[src/rtl/dpu_rf_wb.sv]
// Register-file write-back front end: two registered write stages (ALU, LSU),
// a per-register busy scoreboard, and rs1/rs2 hazard/forward queries.
module dpu_rf_wb #(
    parameter int XLEN          = 32,
    parameter int RF_ADDR_WIDTH = 5,
    parameter int RF_DEPTH      = 32
) (
    input  logic                     clk_i,
    input  logic                     rst_i,
    input  logic                     wb_hold_i,
    input  logic                     alu_vld_i,
    output logic                     alu_rdy_o,
    input  logic [RF_ADDR_WIDTH-1:0] alu_rd_i,
    input  logic [XLEN-1:0]          alu_data_i,
    input  logic                     lsu_vld_i,
    output logic                     lsu_rdy_o,
    input  logic [RF_ADDR_WIDTH-1:0] lsu_rd_i,
    input  logic [XLEN-1:0]          lsu_data_i,
    input  logic                     iss_vld_i,
    input  logic [RF_ADDR_WIDTH-1:0] iss_rd_i,
    input  logic [RF_ADDR_WIDTH-1:0] rs1_addr_i,
    input  logic [RF_ADDR_WIDTH-1:0] rs2_addr_i,
    output logic                     rs1_busy_o,
    output logic                     rs2_busy_o,
    output logic                     rs1_fwd_vld_o,
    output logic                     rs2_fwd_vld_o,
    output logic [XLEN-1:0]          rs1_fwd_data_o,
    output logic [XLEN-1:0]          rs2_fwd_data_o,
    output logic                     dpu2rf_wr0_o,
    output logic [RF_ADDR_WIDTH-1:0] dpu2rf_waddr0_o,
    output logic [XLEN-1:0]          dpu2rf_wdata0_o,
    output logic                     dpu2rf_wr1_o,
    output logic [RF_ADDR_WIDTH-1:0] dpu2rf_waddr1_o,
    output logic [XLEN-1:0]          dpu2rf_wdata1_o,
    output logic                     idle_o
);

    localparam int NPORT = 2;
    localparam int NQRY  = 2;

    logic                     collision;
    logic [NPORT-1:0]         in_vld;
    logic [NPORT-1:0]         in_rdy;
    logic [NPORT-1:0]         xfer;
    logic [RF_ADDR_WIDTH-1:0] in_addr [NPORT];
    logic [XLEN-1:0]          in_data [NPORT];

    logic [NPORT-1:0]         wr;
    logic [RF_ADDR_WIDTH-1:0] wb_addr [NPORT];
    logic [XLEN-1:0]          wb_data [NPORT];

    logic [RF_DEPTH-1:0]      sb;

    logic [RF_ADDR_WIDTH-1:0] qry_addr [NQRY];
    logic [NQRY-1:0]          qry_busy;
    logic [NQRY-1:0]          qry_fwd_vld;
    logic [XLEN-1:0]          qry_fwd_data [NQRY];

    // ALU wins a same-rd collision so both ports never hit one register together
    assign collision = alu_vld_i && (alu_rd_i == lsu_rd_i) && (lsu_rd_i != '0);
    assign alu_rdy_o = !wb_hold_i;
    assign lsu_rdy_o = !wb_hold_i && !collision;

    assign in_vld     = {lsu_vld_i, alu_vld_i};
    assign in_rdy     = {lsu_rdy_o, alu_rdy_o};
    assign in_addr[0] = alu_rd_i;
    assign in_addr[1] = lsu_rd_i;
    assign in_data[0] = alu_data_i;
    assign in_data[1] = lsu_data_i;
    assign xfer       = in_vld & in_rdy;

    generate
        for (genvar gi = 0; gi < NPORT; gi++) begin : g_port
            logic                     vld_reg;
            logic [RF_ADDR_WIDTH-1:0] addr_reg;
            logic [XLEN-1:0]          data_reg;

            always_ff @(posedge clk_i or posedge rst_i) begin
                if (rst_i) begin
                    vld_reg  <= 1'b0;
                    addr_reg <= '0;
                    data_reg <= '0;
                end else begin
                    vld_reg <= xfer[gi];
                    if (xfer[gi]) begin
                        addr_reg <= in_addr[gi];
                        data_reg <= in_data[gi];
                    end
                end
            end

            // writes to register 0 are accepted but never strobed
            assign wr[gi]      = vld_reg && (addr_reg != '0);
            assign wb_addr[gi] = addr_reg;
            assign wb_data[gi] = data_reg;
        end
    endgenerate

    assign dpu2rf_wr0_o    = wr[0];
    assign dpu2rf_waddr0_o = wb_addr[0];
    assign dpu2rf_wdata0_o = wb_data[0];
    assign dpu2rf_wr1_o    = wr[1];
    assign dpu2rf_waddr1_o = wb_addr[1];
    assign dpu2rf_wdata1_o = wb_data[1];

    assign sb[0] = 1'b0;

    generate
        for (genvar gi = 1; gi < RF_DEPTH; gi++) begin : g_sb
            localparam logic [RF_ADDR_WIDTH-1:0] IDX = RF_ADDR_WIDTH'(gi);
            logic bit_reg;
            logic set_hit;
            logic clr_hit;

            assign set_hit = iss_vld_i && (iss_rd_i == IDX);
            assign clr_hit = (wr[0] && (wb_addr[0] == IDX)) || (wr[1] && (wb_addr[1] == IDX));

            // a fresh issue outranks the write-back retiring the previous producer
            always_ff @(posedge clk_i or posedge rst_i) begin
                if (rst_i)
                    bit_reg <= 1'b0;
                else if (set_hit)
                    bit_reg <= 1'b1;
                else if (clr_hit)
                    bit_reg <= 1'b0;
            end

            assign sb[gi] = bit_reg;
        end
    endgenerate

    assign qry_addr[0] = rs1_addr_i;
    assign qry_addr[1] = rs2_addr_i;

    generate
        for (genvar gi = 0; gi < NQRY; gi++) begin : g_qry
            // strobes already exclude register 0, so a zero query never matches
            always_comb begin
                qry_fwd_vld[gi]  = 1'b0;
                qry_fwd_data[gi] = '0;
                for (int p = NPORT - 1; p >= 0; p--) begin
                    if (wr[p] && (wb_addr[p] == qry_addr[gi])) begin
                        qry_fwd_vld[gi]  = 1'b1;
                        qry_fwd_data[gi] = wb_data[p];
                    end
                end
            end

            assign qry_busy[gi] = sb[qry_addr[gi]] && !qry_fwd_vld[gi];
        end
    endgenerate

    assign rs1_busy_o     = qry_busy[0];
    assign rs2_busy_o     = qry_busy[1];
    assign rs1_fwd_vld_o  = qry_fwd_vld[0];
    assign rs2_fwd_vld_o  = qry_fwd_vld[1];
    assign rs1_fwd_data_o = qry_fwd_data[0];
    assign rs2_fwd_data_o = qry_fwd_data[1];

    assign idle_o = (sb == '0) && (wr == '0);

endmodule
[config.mk]
export PLATFORM = sky130hd
export DESIGN_NAME = dpu_rf_wb
export DESIGN_NICKNAME = d
export VERILOG_FILES = /design/src/rtl/dpu_rf_wb.sv
export SDC_FILE = /design/constraint.sdc
export NUM_CORES = 1
export LEC_CHECK = 0
export ABC_AREA = 1
export CAP_MARGIN = 20
export CELL_PAD_IN_SITES_DETAIL_PLACEMENT = 1
export CELL_PAD_IN_SITES_GLOBAL_PLACEMENT = 1
export CORE_ASPECT_RATIO = 0.5
export CORE_MARGIN = 2
export CORE_UTILIZATION = 31
export DETAILED_ROUTE_END_ITERATION = 10
export PLACE_DENSITY = 0.79
export SETUP_SLACK_MARGIN = 0.4
export SYNTH_ARGS = -nofsm -noshare
export SYNTH_HDL_FRONTEND = slang
export SYNTH_SLANG_ARGS = --single-unit
[constraint.sdc]
create_clock -name clk_i -period 5.9 [get_ports clk_i]
set_clock_uncertainty 0.15 [all_clocks]
set_input_delay 1.77 -clock clk_i [delete_from_list [all_inputs] [get_ports clk_i]]
set_output_delay 1.77 -clock clk_i [all_outputs]
set_load 0.01 [all_outputs]
==> results of run 1 <==
how the worst min path moves through the flow:
| stage | start | to | slack [ns] |
|---|---|---|---|
| CTS | dpu2rf_wdata0_o[11]$_DFFE_PP0P_ | dpu2rf_wdata0_o[11]$_DFFE_PP0P_ | 0.39 |
| global placement | dpu2rf_wdata0_o[28]$_DFFE_PP0P_ | dpu2rf_wdata0_o[28]$_DFFE_PP0P_ | 0.36 |
| detailed placement | dpu2rf_wdata0_o[11]$_DFFE_PP0P_ | dpu2rf_wdata0_o[11]$_DFFE_PP0P_ | 0.37 |
| finish | dpu2rf_wdata0_o[10]$_DFFE_PP0P_ | dpu2rf_wdata0_o[10]$_DFFE_PP0P_ | 0.38 |
| global route | dpu2rf_wdata0_o[13]$_DFFE_PP0P_ | dpu2rf_wdata0_o[13]$_DFFE_PP0P_ | 0.43 |
| floorplan | g_sb[16].bit_reg$_DFFE_PP0P_ | g_sb[16].bit_reg$_DFFE_PP0P_ | 0.39 |
kinds of logic after synthesis:
| group | after synthesis | share of synthesized area |
|---|---|---|
| and+or+nand+nor | 709 | 0.441 |
| buffers and inverters | 126 | 0.0873 |
| DFF | 107 | 0.392 |
| AOI/OAI and AO/OA | 62 | 0.0542 |
| xor gates and xnor gates | 20 | 0.0256 |
power by group through the flow:
| stage | clock (mW) | combinational (mW) | sequential [mW] |
|---|---|---|---|
| floorplan | 0 | 0.377 | 1.05 |
| global route | 0.679 | 0.819 | 1.16 |
| detailed placement | 0 | 0.733 | 1.14 |
| CTS | 0.653 | 0.735 | 1.14 |
| global placement | 0 | 0.706 | 1.14 |
| finish | 0.639 | 0.733 | 1.14 |
repair_timing:
action                                  in CTS  in global routing
resized for setup                           33                 53
hold buffers                                 0                  0
endpoints found under the hold margin        0                  0
endpoints found under the setup margin      67                 55
cloned                                       0                  1
buffers inserted                             3                  5
pin swaps                                    3                  5
metal layers:
metal | part of all wire | global-route usage | vias to the layer above
met1 | 0.43 | 0.324 | 3978
met3 | 0.042 | 0.0430 | 56
met2 | 0.50 | 0.478 | 215
li1 | - | - | 3755
met4 | 0.030 | 0.0949 | 0
met5 | 0 | 0 | -
critical path: cells and delay by family:
kind,cells,cell delay (ns)
and+or+nand+nor,5,0.53
buffers and inverters,4,1.12
xor gates and xnor gates,1,0.17
cell usage in the layout (no fill, tap or decap), types with 14 or more instances in the layout:
cell type,netlist,routed
dlymetal6s2s_1,0,40
o22ai_1,14,14
clkdlybuf4s50_1,0,180
dfrtp_1,107,107
nand4_1,41,41
nand3_1,127,125
inv_1,51,49
buf_4,8,27
dlygate4sd2_1,0,18
o21ai_0,32,32
nand2_1,470,470
nor2_1,48,45
layout make-up:
cell class	count	area [µm²]
Fill cell	2725	11500
Clock buffer	11	243
Multi-Input combinational cell	791	3580
Antenna cell	1	2.50
Clock inverter	5	61.3
Timing Repair Buffer	281	2920
Tap cell	300	375
Sequential cell	107	2680
Inverter	61	255
==> impl_metrics.env, run 1 <==
export IMPL_synth_top_area_frac=0.392
export IMPL_fin_nets=1346
export IMPL_startpoint_type="input pin"
export IMPL_drv_slew=0
export IMPL_ir_worst_vdd_mv=0.149
export IMPL_r2r_slack_ns=3.79
export IMPL_grt_max_degree=42
export IMPL_seqPwrFrac=0.453
export IMPL_die_h_um=109
export IMPL_r2r_worst_path_cells=5
export IMPL_drv_cap=0
export IMPL_antenna_found_initial=1
export IMPL_drc=0
export IMPL_period_needed_ns=5.52
export IMPL_cp_arrival_ns=3.60
export IMPL_viasPerCell=5.14
export IMPL_crit_start="rs1_addr_i[1]"
export IMPL_synth_most_common_cell="nand2_1"
export IMPL_timing_final_ws_setup_ns=0.382
export IMPL_worstPathCellList="dlygate4sd2_1 -> xnor2_1 -> nand2_1 -> nor2_1 -> nand3_2 -> inv_4 -> buf_12 -> nand3_1 -> nand2_1 -> clkdlybuf4s50_1"
export IMPL_yosysSeqAreaShare=0.392
export IMPL_cp_slowest_cell="clkdlybuf4s50_1"
export IMPL_num_vias=8004
export IMPL_core_area_um2=21600
export IMPL_area_growth_pct=48.0
export IMPL_wl_um=31400
export IMPL_p_total_mw=2.51
export IMPL_ios=242
export IMPL_hpwl_um=23700
export IMPL_cp_max_fo=16
export IMPL_power_density_nw_per_um2=248
export IMPL_place_ws_ns=0.0502
export IMPL_io_buffers=241
export IMPL_drt_pass1_iterations=5
export IMPL_p_sw_mw=0.933
export IMPL_drive_above_1_share=0.0685
export IMPL_ant_nets=0
export IMPL_rsz0062_at_grt="true"
export IMPL_hold_slack_ns=0.383
export IMPL_dieArea_um2=23300
export IMPL_worstReg2RegEnd="g_sb[26].bit_reg$_DFFE_PP0P_"
export IMPL_clkSlewWorstSetupHoldPaths_ns=0.08
export IMPL_p_comb_frac=0.292
export IMPL_power_share_clock=0.255
export IMPL_clock_sink_count=107
export IMPL_synth_cells=1024
export IMPL_worst_skew_pair_late_latency_ns=0.36
export IMPL_wl_per_cell_um=20.2
export IMPL_synth_edf_count=0
export IMPL_cts_tree="yes"
export IMPL_synth_net_count=1119
export IMPL_p_leak_nw=5.51
export IMPL_grt_pass1_vias=8451
export IMPL_cp_common_cell="nand2_1"
export IMPL_switching_share=0.372
export IMPL_crit_required_ns=3.98
export IMPL_crit_path_end_kind="output pin"
export IMPL_routabilityCongestion=0.934
export IMPL_ys_types=32
export IMPL_post_place_cells=1531
export IMPL_ys_flop_type="dfrtp_1"
export IMPL_track_usage=0.265
export IMPL_yosysWarnings=0
export IMPL_dr_first_iter_drc_count=467
export IMPL_tns_ns=0
export IMPL_setup_viol=0
export IMPL_ys_top_cells_by_count="nand2_1, nand3_1, dfrtp_1"
export IMPL_cts_root_buffer="clkbuf_16"
export IMPL_hold_path_cell_count=2
export IMPL_stdcell_count=1557
export IMPL_async_flop_share=1.00
export IMPL_period_share=0.935
export IMPL_clock_fmax_mhz=181
export IMPL_grt_pass1_wl_um=48000
export IMPL_htree_levels=3
export IMPL_power_internal_mw=1.58
export IMPL_cts_buffer_depth=2
export IMPL_setup_worst_path_end="rs1_fwd_data_o[20]"
export IMPL_critPathMaxStageDelay_ns=0.53
export IMPL_worstReg2RegStart="dpu2rf_waddr1_o[1]$_DFFE_PP0P_"
export IMPL_postSynthAreaPerCell_um2=6.67
export IMPL_ys_ff_latch=107
export IMPL_overflow=0
export IMPL_fp_dieW_um=214
export IMPL_ys_top_cells_by_area="dfrtp_1, nand2_1, nand3_1, nand4_1, inv_1"
export IMPL_maxSlewHeadroom=0.318
export IMPL_numCtsBuffers=9
export IMPL_post_route_util=0.467
export IMPL_place_area_um2=9580
export IMPL_post_route_cell_area_um2=10100
export IMPL_yosysTopAreaCell="dfrtp_1"
export IMPL_hold_viol=0
export IMPL_start_util=0.316
export IMPL_critPathKind="in -> out"
export IMPL_hold_class="reg -> reg"
export IMPL_fp_row_count=38
export IMPL_worstMarginPinSlew_ns=1.02
export IMPL_outcome="complete, no violations"
export IMPL_netlist_area_um2=6830
No activity file was read; power rests on OpenSTA's default activity.
==> inputs of run 2 (changes only) <==
--- a/config.mk
+++ b/config.mk
@@ -14,7 +14,6 @@
 export CORE_UTILIZATION = 31
 export DETAILED_ROUTE_END_ITERATION = 10
 export PLACE_DENSITY = 0.79
-export SETUP_SLACK_MARGIN = 0.4
 export SYNTH_ARGS = -nofsm -noshare
 export SYNTH_HDL_FRONTEND = slang
 export SYNTH_SLANG_ARGS = --single-unit
==> run 2 against run 1 <==
Non-clock buffer count fell by 8. Largest power group unchanged. First-iteration DRC count fell by 3.4%. Wire length fell by 2.3%. Count of clock-buffer cells in the layout did not move. Via count fell by 0.71%. Total power barely moved.
==> impl_metrics.env, run 2 (synthesized netlist as in run 1, its figures left out) <==
export IMPL_clock_sink_count=107
export IMPL_worstMarginPinSlew_ns=1.04
export IMPL_start_util=0.316
export IMPL_wl_um=30700
export IMPL_p_comb_frac=0.292
export IMPL_cts_hold_buf=0
export IMPL_grt_pass1_wl_um=48100
export IMPL_clock_fmax_mhz=173
export IMPL_seqPwrFrac=0.453
export IMPL_routabilityCongestion=0.934
export IMPL_num_vias=7947
export IMPL_final_common_cell="nand2_1"
export IMPL_wl_per_cell_um=19.8
export IMPL_period_needed_ns=5.77
export IMPL_overflow=0
export IMPL_n_fill_cell=2727
export IMPL_track_usage=0.265
export IMPL_place_area_um2=9580
export IMPL_final_cell_mix="nand2_1, clkdlybuf4s50_1, nand3_1"
export IMPL_cts_tree="yes"
export IMPL_numCtsBuffers=9
export IMPL_p_leak_nw=4.72
export IMPL_worstHoldStart="dpu2rf_wdata0_o[11]$_DFFE_PP0P_"
export IMPL_worstReg2RegEnd="g_sb[26].bit_reg$_DFFE_PP0P_"
export IMPL_drc=0
export IMPL_post_route_cell_area_um2=9930
export IMPL_htree_levels=3
export IMPL_grt_max_degree=42
export IMPL_ios=242
export IMPL_core_area_um2=21600
export IMPL_rsz0062_at_grt="false"
export IMPL_dieArea_um2=23300
export IMPL_fp_dieW_um=214
export IMPL_holdPathEnd="dpu2rf_wdata0_o[11]$_DFFE_PP0P_"
export IMPL_fin_nets=1338
export IMPL_hold_class="reg -> reg"
export IMPL_power_internal_mw=1.58
export IMPL_period_share=0.979
export IMPL_cts_buffer_depth=2
export IMPL_crit_required_ns=3.98
export IMPL_ir_worst_vdd_mv=0.152
export IMPL_post_route_util=0.459
export IMPL_antenna_found_initial=1
export IMPL_cp_arrival_ns=3.85
export IMPL_drt_pass1_iterations=5
export IMPL_p_sw_mw=0.930
export IMPL_drv_slew=0
export IMPL_hold_viol=0
export IMPL_tns_ns=0
export IMPL_cp_max_fo=14
export IMPL_area_growth_pct=45.3
export IMPL_grt_pass1_vias=8433
export IMPL_drive_above_1_share=0.0577
export IMPL_viasPerCell=5.13
export IMPL_power_density_nw_per_um2=253
export IMPL_drv_cap=0
export IMPL_hpwl_um=23700
export IMPL_crit_path_end_kind="output pin"
export IMPL_power_share_clock=0.255
export IMPL_die_h_um=109
export IMPL_hold_path_cell_count=2
export IMPL_outcome="complete, no violations"
export IMPL_ant_nets=0
export IMPL_r2r_slack_ns=3.83
export IMPL_dr_first_iter_drc_count=451
export IMPL_r2r_worst_path_cells=5
export IMPL_fp_row_count=38
export IMPL_switching_share=0.371
export IMPL_startpoint_type="input pin"
export IMPL_maxSlewHeadroom=0.303
export IMPL_clkSlewWorstSetupHoldPaths_ns=0.07
export IMPL_worst_skew_pair_late_latency_ns=0.36
export IMPL_io_buffers=241
export IMPL_setup_viol=0
export IMPL_worstReg2RegStart="dpu2rf_waddr1_o[1]$_DFFE_PP0P_"
export IMPL_cts_root_buffer="clkbuf_16"
export IMPL_critPathKind="in -> out"
run 2: changes by cell type in the layout (fill, tap and decap cells not counted), moves of 3 or more:
cell             before  now
dlymetal6s2s_1       40    6
inv_2                 3    6
buf_4                27   24
clkdlybuf4s50_1     180  235
dlygate4sd2_1        18    0
run 2: power by group through the flow:
stage | combinational (mW) | sequential [mW] | clock, mW
after floorplan | 0.377 | 1.05 | 0
after global placement | 0.706 | 1.14 | 0
after detailed placement | 0.733 | 1.14 | 0
after CTS | 0.735 | 1.14 | 0.653
after global routing | 0.818 | 1.16 | 0.679
final | 0.733 | 1.14 | 0.640
run 2: per-layer routing:
metal,vias up,track usage,part of all wire
met5,-,0,0
met4,0,0.0909,0.029
met3,54,0.0430,0.042
met2,199,0.479,0.50
met1,3947,0.326,0.43
li1,3747,-,-
run 2: timing repair:
item	CTS	global route
setup buffers	0	1
resized for setup	0	11
setup endpoints to repair	0	44
run 2: worst max path at each step:
stage                                     endpoint     startpoint
floorplan           dpu2rf_waddr0_o[0]$_DFFE_PP0P_          rst_i
global placement                        rs2_busy_o  rs2_addr_i[1]
detailed placement              rs2_fwd_data_o[16]  rs2_addr_i[0]
CTS                              rs2_fwd_data_o[4]  rs2_addr_i[0]
global route                    rs2_fwd_data_o[17]  rs2_addr_i[3]
finish                          rs2_fwd_data_o[17]  rs2_addr_i[3]
run 2: cell type report:
cell class | instances | area, µm² | share of cell area
multi-input combinational | 791 | 3570 | 0.359
timing repair buffer | 273 | 2760 | 0.278
sequential | 107 | 2680 | 0.270
tap | 300 | 375 | 0.0378
clock buffer | 11 | 243 | 0.0244
inverter | 61 | 243 | 0.0244
clock inverter | 5 | 61.3 | 0.00618
antenna | 1 | 2.50 | 0.000252
run 2: critical path: stages:
cell,delay (ns)
clkdlybuf4s50_1,0.53
xor2_1,0.20
nor2_1,0.19
nand3_4,0.13
inv_2,0.10
buf_4,0.22
nand2_1,0.07
nand2_1,0.07
clkdlybuf4s50_1,0.57
run 2: through the flow:
step / hold WS (ns) / cells / setup slack, ns / total power, mW
2_1_floorplan: 0.385 / 1024 / 1.16 / 1.43
3_3_place_gp: 0.364 / 1530 / 0.104 / 1.85
5_1_grt: 0.417 / 1548 / 0.0135 / 2.65
4_1_cts: 0.388 / 1547 / 0.0453 / 2.52
6_report: 0.383 / 1549 / 0.125 / 2.51
3_5_place_dp: 0.370 / 1531 / 0.0502 / 1.88
==> patch 1 (config.mk and constraints of run 2) <==
Reset style: synchronous (`rst_i`), changed in 2 clocked blocks.
--- a/src/rtl/dpu_rf_wb.sv
+++ b/src/rtl/dpu_rf_wb.sv
@@ -75,7 +75,7 @@
             logic [RF_ADDR_WIDTH-1:0] addr_reg;
             logic [XLEN-1:0]          data_reg;
 
-            always_ff @(posedge clk_i or posedge rst_i) begin
+            always_ff @(posedge clk_i) begin
                 if (rst_i) begin
                     vld_reg  <= 1'b0;
                     addr_reg <= '0;
@@ -116,7 +116,7 @@
             assign clr_hit = (wr[0] && (wb_addr[0] == IDX)) || (wr[1] && (wb_addr[1] == IDX));
 
             // a fresh issue outranks the write-back retiring the previous producer
-            always_ff @(posedge clk_i or posedge rst_i) begin
+            always_ff @(posedge clk_i) begin
                 if (rst_i)
                     bit_reg <= 1'b0;
                 else if (set_hit)
Formal check against the unedited RTL: differs if rst_i is asserted again (counterexample within 4 cycles, from zero or initial values and one cycle with rst_i high); with rst_i held inactive, the same outputs for 10 cycles.
==> patch 1 against run 2 <==
  * Sequential cell count is the same
  * Combinational power decreased by 41%
  * Routed wire length down 1.5%
  * Largest cell class unchanged
  * Power shrank 21%
  * Worst setup slack worse by 0.0038 ns
  * Area after synthesis decreased by 0.66%
  * Die area decreased by 0.64%
  * Cell area is 0.60% lower
==> patch 1: results (changes against run 2) <==
outcome -> complete, no violations
first-pass GRT wire length -> 47200 um (-1.8%)
initial DRC count -> 442 (-2.0%)
Diodes inserted -> 0 (-1)
met2 wire length -> 15100 um (-1.4%)
routed wl met3 -> 1210 um (-7.0%)
Non-CTS inverters -> 184 (+200%)
P_comb -> 434 uW (-41%)
register area -> 2140 sq um (-20%)
Setup WS pre-CTS -> -0.0630 ns (-0.113 ns)
final layout net count -> 1425 (+6.5%)
R2R Path End -> g_sb[26].bit_reg
pin count of the biggest net entering global routing -> 68 (+62%)
nonclk buf count -> 268 (-1.8%)
critical path fanouts, max -> 16 (+2)
Mapped Nets -> 1213 (+8.4%)
DP HPWL -> 22800 um (-4.1%)
Period minus WS final -> 5.78 ns (+0.00384 ns)
met3 Track Usage GR -> 4.98% (+0.69 points)
switching part of the total -> 29.6% (-7.5 points)
Synth area leaders -> dfxtp_1, nand2_1, inv_1
drt total wl -> 30300 um (-1.5%)
start point of the worst hold path -> dpu2rf_wdata0_o[1]
worst slew pin tran -> 0.791 ns (-0.251 ns)
DRT met1 WL -> 13100 um (-0.62%)
vias in the first global route -> 8454 (+0.25%)
antenna violations before repair -> 0 (-1)
Seq/Total Area, Yosys -> 31.6% (-7.6 points)
vias post-DR -> 8312 (+4.6%)
buffering overhead -> 27.4% (-0.38 points)
Netlist cell types -> 34 (+6.3%)
met1 Resource Use GR -> 32.1% (-0.42 points)
CP arrival -> 3.86 ns (about the same)
GR Util All Layers -> 26.4% (-0.050 points)
hold path endpoint -> dpu2rf_wdata0_o[1]
==> patch 1: cell count changes in the layout (fill, tap and decap cells not counted), moves of 16 or more <==
cell and change:
dfrtp_1 -107, inv_1 +127, nor2_1 +48, nand3_1 -31, a21oi_1 +66, o21ai_1 +31
nand2_1 -173, dfxtp_1 +107, o22ai_1 +16
==> patch 1: stage by stage <==
stage	cell area [sq um]	std cells	hold WS [ns]
3_5_place_dp	9500	1619	0.341
6_report	9870	1635	0.357
2_1_floorplan	6790	1118	0.320
5_1_grt	9870	1635	0.383
3_3_place_gp	9490	1618	0.330
4_1_cts	9860	1635	0.358
==> patch 1: cell families after synthesis <==
logic type | synth area share (%)
buffers and inverters | 15.5
XOR/XNOR | 1.68
flip-flops | 31.6
AND/OR/NAND/NOR | 36.8
AO/OA/AOI/OAI | 14.5
==> patch 1: repair_timing <==
item	4_1_cts	5_1_grt
setup endpoints to repair	21	56
endpoints found under the hold margin	0	0
gates resized for setup	2	5
gates cloned	0	0
hold buffers	0	0
==> patch 2 (config.mk and constraints of run 2) <==
Made on the original files. The parameter `RF_ADDR_WIDTH` goes from 5 to 4.
--- a/src/rtl/dpu_rf_wb.sv
+++ b/src/rtl/dpu_rf_wb.sv
@@ -2,7 +2,7 @@
 // a per-register busy scoreboard, and rs1/rs2 hazard/forward queries.
 module dpu_rf_wb #(
     parameter int XLEN          = 32,
-    parameter int RF_ADDR_WIDTH = 5,
+    parameter int RF_ADDR_WIDTH = 4,
     parameter int RF_DEPTH      = 32
 ) (
     input  logic                     clk_i,
Interface: changed (7 resized); port bits go from 242 to 235. The function was not compared with the original's and may differ.
==> patch 2 against run 2 <==
  * Cell area down 15%
  * Area after synthesis down 19%
  * Power down 17%
  * Sequential power down 21%
  * Worst setup slack worse by 0.0070 ns
  * Sequential cell count down 17
  * Clock power down 7.0%
  * Utilization up 2.5 points
  * Hold slack worse by 0.053 ns
  * Routed wire length down 20%
==> patch 2: results (changes against run 2) <==
outcome -> complete, no violations
initial DRC count -> 314 (-30%)
GR Util All Layers -> 25.2% (-1.3 points)
layout cells sized above 1 -> 4.53% (-1.2 points)
DP HPWL -> 17600 um (-26%)
Avg Inst Size Synth -> 6.72 sq um (+0.73%)
first-pass GRT wire length -> 38200 um (-21%)
hold path endpoint -> g_sb[16].bit_reg
met3 Track Usage GR -> 5.00% (+0.70 points)
Comb power frac -> 28.2% (-1.0 points)
switching part of the total -> 34.5% (-2.6 points)
WHS Path Cells -> 1 (-1)
IO buf count -> 234 (-2.9%)
R2R Path End -> g_sb[15].bit_reg
antenna violations before repair -> 0 (-1)
xor-xnor portion of the synthesized cell area -> 1.42% (-1.1 points)
Seq group -> 895 uW (-21%)
Via density -> 5.15 (+0.42%)
Netlist cell types -> 30 (-6.3%)
start point of the worst hold path -> g_sb[16].bit_reg
Seq/Total Area, Yosys -> 40.5% (+1.3 points)
met1 Resource Use GR -> 31.3% (-1.2 points)
met2 usage -> 44.6% (-3.3 points)
CP arrival -> 3.86 ns (about the same)
Placed Cells -> 1257 (-18%)
drt total wl -> 24500 um (-20%)
Pleak -> 0.00411 uW (-13%)
Synth area leaders -> dfrtp_1, nand2_1, nand3_1
Diodes inserted -> 0 (-1)
P_comb -> 584 uW (-20%)
GP Congestion -> 0.866 (-7.3%)
Mapped Nets -> 918 (-18%)
patch 2: changes by cell type in the layout (fill, tap and decap cells not counted), sizes merged, moves of 16 or more:
cell   change
nor2      -28
inv       -16
dfrtp     -17
nand2     -98
nand3     +32
o21ai     -24
patch 2: stage by stage:
stage | hold slack, ns | worst slack [ns] | cell area [sq um]
after floorplan | 0.278 | 1.22 | 5570
after global placement | 0.298 | 0.0386 | 8120
after detailed placement | 0.318 | 0.0300 | 8120
after CTS | 0.332 | 0.0258 | 8410
after global routing | 0.362 | 0.0181 | 8460
final | 0.330 | 0.118 | 8460
patch 2: final cells by class:
cell class | count | area [sq um]
fill | 2213 | 9030
multi-input combinational | 638 | 2860
timing repair buffer | 253 | 2600
sequential | 90 | 2250
tap | 234 | 293
clock buffer | 12 | 256
inverter | 43 | 163
clock inverter | 2 | 37.5
patch 2: what timing repair did:
item / CTS / global route
cloned: 0 / 1
pin swaps: 0 / 1
hold buffers: 0 / 0
gates resized for setup: 2 / 7
endpoints found under the setup margin: 11 / 64
